<file path="src/rtl/window_scan_ctrl_if.sv">
// Pixel-stream control and per-window qualifier signals shared by the source, the scan controller and the consumer.
interface window_scan_ctrl_if;
    logic       ivalid;
    logic       isof;
    logic       oshift_en;
    logic       ovalid;
    logic [9:0] ocol;
    logic [8:0] orow;
    logic       oborder;
    logic       oframe_done;
    logic       oerr_sof;
    logic       obusy;

    modport master (
        output ivalid, isof,
        input  oshift_en, ovalid, ocol, orow, oborder, oframe_done, oerr_sof, obusy
    );

    modport slave (
        input  ivalid, isof,
        output oshift_en, ovalid, ocol, orow, oborder, oframe_done, oerr_sof, obusy
    );
endinterface

</file>
<file path="src/rtl/window_scan_ctrl.sv">
// 3x3 window scan controller: shift enable is combinational, window qualifiers appear PIPE_LAT cycles after the pixel.
// ivalid low stalls the counters only, never the qualifier pipeline; WINDOW_BORDER_EN also qualifies edge windows.
module window_scan_ctrl #(
    parameter int IMG_WIDTH  = 640,
    parameter int IMG_HEIGHT = 480,
    parameter int PIPE_LAT   = 2
) (
    input  logic                iclk,
    input  logic                irst_n,
    window_scan_ctrl_if.slave   bus
);

    typedef enum logic [1:0] {IDLE, FILL, ACTIVE, DRAIN} state_t;

    typedef struct packed {
        logic       qual;
        logic       last;
        logic       border;
        logic [8:0] row;
        logic [9:0] col;
    } qual_t;

    localparam int         DW         = (PIPE_LAT > 1) ? $clog2(PIPE_LAT) : 1;
    localparam logic [9:0] COL_LAST   = 10'(IMG_WIDTH - 1);
    localparam logic [8:0] ROW_LAST   = 9'(IMG_HEIGHT - 1);
    localparam logic [DW-1:0] DRAIN_LAST = DW'(PIPE_LAT - 1);

    state_t               state, state_nxt;
    logic [9:0]           col, col_nxt, pix_col;
    logic [8:0]           row, row_nxt, pix_row;
    logic [DW-1:0]        drain_cnt, drain_nxt;
    logic                 err_q, err_nxt;
    logic                 accept, at_eol;
    qual_t                entry;
    qual_t [PIPE_LAT-1:0] pipe;

    always_ff @(posedge iclk or negedge irst_n) begin
        if (!irst_n) begin
            state     <= IDLE;
            col       <= '0;
            row       <= '0;
            drain_cnt <= '0;
            err_q     <= 1'b0;
        end else begin
            state     <= state_nxt;
            col       <= col_nxt;
            row       <= row_nxt;
            drain_cnt <= drain_nxt;
            err_q     <= err_nxt;
        end
    end

    always_comb begin
        state_nxt = state;
        col_nxt   = col;
        row_nxt   = row;
        drain_nxt = drain_cnt;
        err_nxt   = 1'b0;
        accept    = bus.ivalid && (bus.isof || state == FILL || state == ACTIVE);
        // An accepted start-of-frame pixel is (0,0) regardless of where the counters were.
        pix_col   = bus.isof ? 10'd0 : col;
        pix_row   = bus.isof ? 9'd0  : row;
        at_eol    = (pix_col == COL_LAST);

        if (accept) begin
            if (bus.isof) begin
                err_nxt   = (state == FILL) || (state == ACTIVE);
                col_nxt   = 10'd1;
                row_nxt   = 9'd0;
                state_nxt = FILL;
            end else if (at_eol) begin
                col_nxt = 10'd0;
                row_nxt = row + 9'd1;
                if (row == ROW_LAST) begin
                    state_nxt = DRAIN;
                    row_nxt   = 9'd0;
                    drain_nxt = '0;
                end else if (row == 9'd1) begin
                    state_nxt = ACTIVE;
                end
            end else begin
                col_nxt = col + 10'd1;
            end
        end else if (state == DRAIN) begin
            if (drain_cnt == DRAIN_LAST) begin
                state_nxt = IDLE;
            end else begin
                drain_nxt = drain_cnt + DW'(1);
            end
        end

        entry      = '0;
        entry.row  = pix_row;
        entry.col  = pix_col;
        entry.last = accept && !bus.isof && at_eol && (row == ROW_LAST);
`ifdef WINDOW_BORDER_EN
        entry.qual   = accept;
        entry.border = (pix_row < 9'd2) || (pix_col < 10'd2);
`else
        entry.qual   = accept && (pix_row >= 9'd2) && (pix_col >= 10'd2);
        entry.border = 1'b0;
`endif
    end

    // Frame-done rides the pipeline so it lines up with the final window; a mid-frame restart drops everything in flight.
    always_ff @(posedge iclk or negedge irst_n) begin
        if (!irst_n) begin
            pipe <= '0;
        end else begin
            pipe[0] <= entry;
            for (int i = 1; i < PIPE_LAT; i++) begin
                pipe[i] <= err_nxt ? '0 : pipe[i-1];
            end
        end
    end

    assign bus.oshift_en   = accept;
    assign bus.ovalid      = pipe[PIPE_LAT-1].qual;
    assign bus.ocol        = pipe[PIPE_LAT-1].col;
    assign bus.orow        = pipe[PIPE_LAT-1].row;
    assign bus.oborder     = pipe[PIPE_LAT-1].border;
    assign bus.oframe_done = pipe[PIPE_LAT-1].last;
    assign bus.oerr_sof    = err_q;
    assign bus.obusy       = (state != IDLE);

endmodule

</file>
<file path="src/flat_wrapper.sv">
// flat-port wrapper written by rule: the top's interface ports become plain ports
module window_scan_ctrl_flat 
#(
    parameter int IMG_WIDTH  = 640,
    parameter int IMG_HEIGHT = 480,
    parameter int PIPE_LAT   = 2
)
  (iclk, irst_n, bus_ivalid, bus_isof, bus_oshift_en, bus_ovalid, bus_ocol, bus_orow, bus_oborder, bus_oframe_done, bus_oerr_sof, bus_obusy);
  window_scan_ctrl_if bus_i ();
  input  logic iclk;
  input  logic irst_n;
  input wire logic [$bits(bus_i.ivalid)-1:0] bus_ivalid;
  input wire logic [$bits(bus_i.isof)-1:0] bus_isof;
  output wire logic [$bits(bus_i.oshift_en)-1:0] bus_oshift_en;
  output wire logic [$bits(bus_i.ovalid)-1:0] bus_ovalid;
  output wire logic [$bits(bus_i.ocol)-1:0] bus_ocol;
  output wire logic [$bits(bus_i.orow)-1:0] bus_orow;
  output wire logic [$bits(bus_i.oborder)-1:0] bus_oborder;
  output wire logic [$bits(bus_i.oframe_done)-1:0] bus_oframe_done;
  output wire logic [$bits(bus_i.oerr_sof)-1:0] bus_oerr_sof;
  output wire logic [$bits(bus_i.obusy)-1:0] bus_obusy;
  assign bus_i.ivalid = bus_ivalid;
  assign bus_i.isof = bus_isof;
  assign bus_oshift_en = bus_i.oshift_en;
  assign bus_ovalid = bus_i.ovalid;
  assign bus_ocol = bus_i.ocol;
  assign bus_orow = bus_i.orow;
  assign bus_oborder = bus_i.oborder;
  assign bus_oframe_done = bus_i.oframe_done;
  assign bus_oerr_sof = bus_i.oerr_sof;
  assign bus_obusy = bus_i.obusy;
  window_scan_ctrl #(.IMG_WIDTH(IMG_WIDTH), .IMG_HEIGHT(IMG_HEIGHT), .PIPE_LAT(PIPE_LAT)) u_core (.iclk(iclk), .irst_n(irst_n), .bus(bus_i));
endmodule
</file>
<file path="config.mk">
export PLATFORM = sky130hd
export DESIGN_NAME = window_scan_ctrl_flat
export DESIGN_NICKNAME = d
export VERILOG_FILES = /design/src/rtl/window_scan_ctrl_if.sv /design/src/rtl/window_scan_ctrl.sv /design/src/flat_wrapper.sv
export SDC_FILE = /design/constraint.sdc
export NUM_CORES = 1
export LEC_CHECK = 0
export CAP_MARGIN = 20
export CELL_PAD_IN_SITES_DETAIL_PLACEMENT = 0
export CELL_PAD_IN_SITES_GLOBAL_PLACEMENT = 2
export CORE_UTILIZATION = 37
export CTS_BUF_LIST = sky130_fd_sc_hd__clkbuf_16
export DETAILED_ROUTE_END_ITERATION = 12
export GPL_ROUTABILITY_DRIVEN = 0
export PLACE_DENSITY = 0.88
export SLEW_MARGIN = 15
export SYNTH_ARGS = -nofsm -noshare
export SYNTH_HDL_FRONTEND = slang
export SYNTH_SLANG_ARGS = --single-unit
</file>
<file path="constraint.sdc">
create_clock -name iclk -period 2.4 [get_ports iclk]
set_clock_uncertainty 0.15 [all_clocks]
set_input_delay 0.36 -clock iclk [delete_from_list [all_inputs] [get_ports iclk]]
set_output_delay 0.36 -clock iclk [all_outputs]
set_load 0.03 [all_outputs]
</file>
==> reports/metrics.yaml <==
outcome: "completed"
grt_antenna_before_repair: 0
drive_gt1_share_pct: 11.9
path_clk_slew_ns: 0.05
cp-startpoint: "u_core.state[1]"
grt-ovfl-total: 0
cts.sinks: 65
start_util_pct: 38.7
cts_tree: "yes"
avgSynthCellArea_sq_um: 11.0
hpwlAfterDp_mm: 3.09
grt_pass1_wl_mm: 8.16
die_area_sq_mm: 0.00806
path_class: "reg2out"
syn_nets: 270
chipHeight_um: 89.8
rows: 31
hold_viol: 0
rr_startpoint: "u_core.state[1]"
fmax_mhz: 447
r2r_slack_ns: 0.27
critPathMaxFanout: 4
final.fill_count: 688
crit_required_ns: 1.89
hold_start: "u_core.pipe[11]"
first_iter_violations: 65
yosysMostFrequentCell: "dfrtp_1"
hold_depth: 1
htreeDepth: 3
grt_max_degree: 66
io-pin-count: 29
dpl.cell_count: 368
synthCells: 259
synth_edf_count: 0
fin_crit_ns: 2.24
dr.pass1.iters: 4
dominantRegCellSynth: "dfrtp_1"
hp-class: "reg2reg"
r2r_end: "u_core.row[7]"
fp.dieW_um: 89.8
async_flop_share_pct: 100
area_growth_pct: 20.7
ys_warn_count: 0
portBuffers: 27
rsz0062_at_grt: "no"
vdd_drop_max_mv: 0.531
grt_pass1_vias: 1722
nNetsFinal: 292
post_drt_wl_per_cell_um: 12.2
cts_buffer_depth: 2
cts_buffers: 9
setup_viol: 0
hold_slack_ns: 0.292
core-area_sq_mm: 0.00737
synth_top_area_share_pct: 57.0
crit_arrival_ns: 1.73
netlist_area_sq_mm: 0.00285
routed_wl_mm: 4.67
powerDensity_mw_per_mm2: 837
start_kind: "flip-flop"
slew_viol_final: 0
power.total_mw: 2.88
ys_seq_area_share_pct: 57.0
n_antenna_cell: 0
reg2reg_depth: 7
layout.cells.non_filler: 384
clk_latency_ns: 0.32
grt_use_total_pct: 13.1
synth_seq_cells: 65
tns_ns: 0
maxCapViolCount: 0
ys_top_cells_by_area: "dfrtp_1 (57%), buf_4 (5.5%), and2_1 (4.6%), nor2b_1 (3.5%), ha_1 (3.1%)"
synthTopCellsByCount: "dfrtp_1 (65), and2_1 (21), buf_4 (21), nor2b_1 (16), nor2_1 (14)"
yosysUniqueCellTypes: 44
vias: 1796
routed_via_density: 4.68
leakage_nw: 1.59
ant_nets: 0
fin_crit_sh_pct: 93.2
cts_root_buffer: "clkbuf_16"
drc: 0
synth_top_cell_by_area: "dfrtp_1"
crit_path_end_kind: "primary output"
min_to: "u_core.bus.orow[1]"
## cells by family after synthesis
group	count (synthesis)	share of synthesized area, %
AND/OR/NAND/NOR	105	20.9
flip-flops	65	57.0
buffers and inverters	42	8.38
AO/OA/AOI/OAI	35	9.25
adder cells (fa/ha/maj)	7	3.07
XOR/XNOR	4	1.23
other	1	0.131
## cell type report
class	instances	area, sq um	area share [%]
clock buffer	9	225	6.54
clock inverter	6	36.3	1.05
inverter	13	48.8	1.42
multi-input combinational	152	992	28.8
sequential	65	1630	47.3
tap	99	124	3.60
timing repair buffer	40	389	11.3
## critical path, cell delays in order (launching register included)
cell,delay (ns)
dfrtp_1,0.40
inv_1,0.10
ha_1,0.22
o31ai_2,0.25
inv_1,0.08
dlygate4sd2_1,0.36
## worst max path at each step
| stage | endpoint | cells after the start |
|---|---|---|
| CTS | bus_oshift_en | 5 |
| finish | bus_oshift_en | 5 |
| global placement | bus_oshift_en | 4 |
| detailed placement | bus_oshift_en | 4 |
| floorplan | u_core.row[2] | 7 |
| global route | bus_oshift_en | 5 |
## stage by stage
step           setup slack, ns  util, %  area [sq um]
2_1_floorplan            0.515        -          2850
3_3_place_gp            0.0766     43.0          3170
3_5_place_dp            0.0542     43.0          3170
4_1_cts                  0.102     46.6          3440
5_1_grt                 0.0117     46.7          3440
6_report                 0.162     46.7          3440
## layout by cell type (no fill, tap or decap), types with 2 or more instances in the layout
cell             netlist  routed
a21oi_1                2       2
a22o_1                 6       6
a31oi_1                6       6
and2_1                21      21
buf_12                 0       2
buf_4                 21      10
clkbuf_16              0       9
clkdlybuf4s50_1        0      25
clkinv_2               0       4
dfrtp_1               65      65
ha_1                   7       7
inv_1                 13      13
nand2_1               13      13
nand2b_1               2       2
nand3_1               11      11
nand4b_1               2       2
nor2_1                14      14
nor2b_1               16      16
nor3_1                 8       8
nor4_1                 6       6
o21ai_0                2       2
o21ai_1                8       8
o31ai_1                3       2
or4_1                  2       2
xnor2_1                3       3
## sequential cells by signal (all words and copies together), names as in the netlist
name                    flops
u_core.pipe                21
u_core.bus.ocol            10
u_core.col                 10
u_core.bus.orow             9
u_core.row                  9
u_core.state                2
u_core.bus.oerr_sof         1
u_core.bus.oframe_done      1
u_core.bus.ovalid           1
u_core.drain_cnt            1
## power by group
part           switching, mW  internal (mW)
clock                  0.434          0.684
combinational          0.296          0.205
sequential            0.0770           1.18
total                  0.808           2.07
## metal layers
layer,vias to the layer above,track usage (%),wire [um]
li1,910,-,-
met1,823,17.8,2340
met2,59,18.5,1990
met3,4,4.23,262
met4,0,7.10,75
met5,-,0,0
## repair_timing
action	CTS	global route
buffers inserted	0	0
gates resized for setup	1	1
setup endpoints to repair	1	1
hold buffers	1	0
hold endpoints to repair	65	0
(Power assumes the default switching activity.)
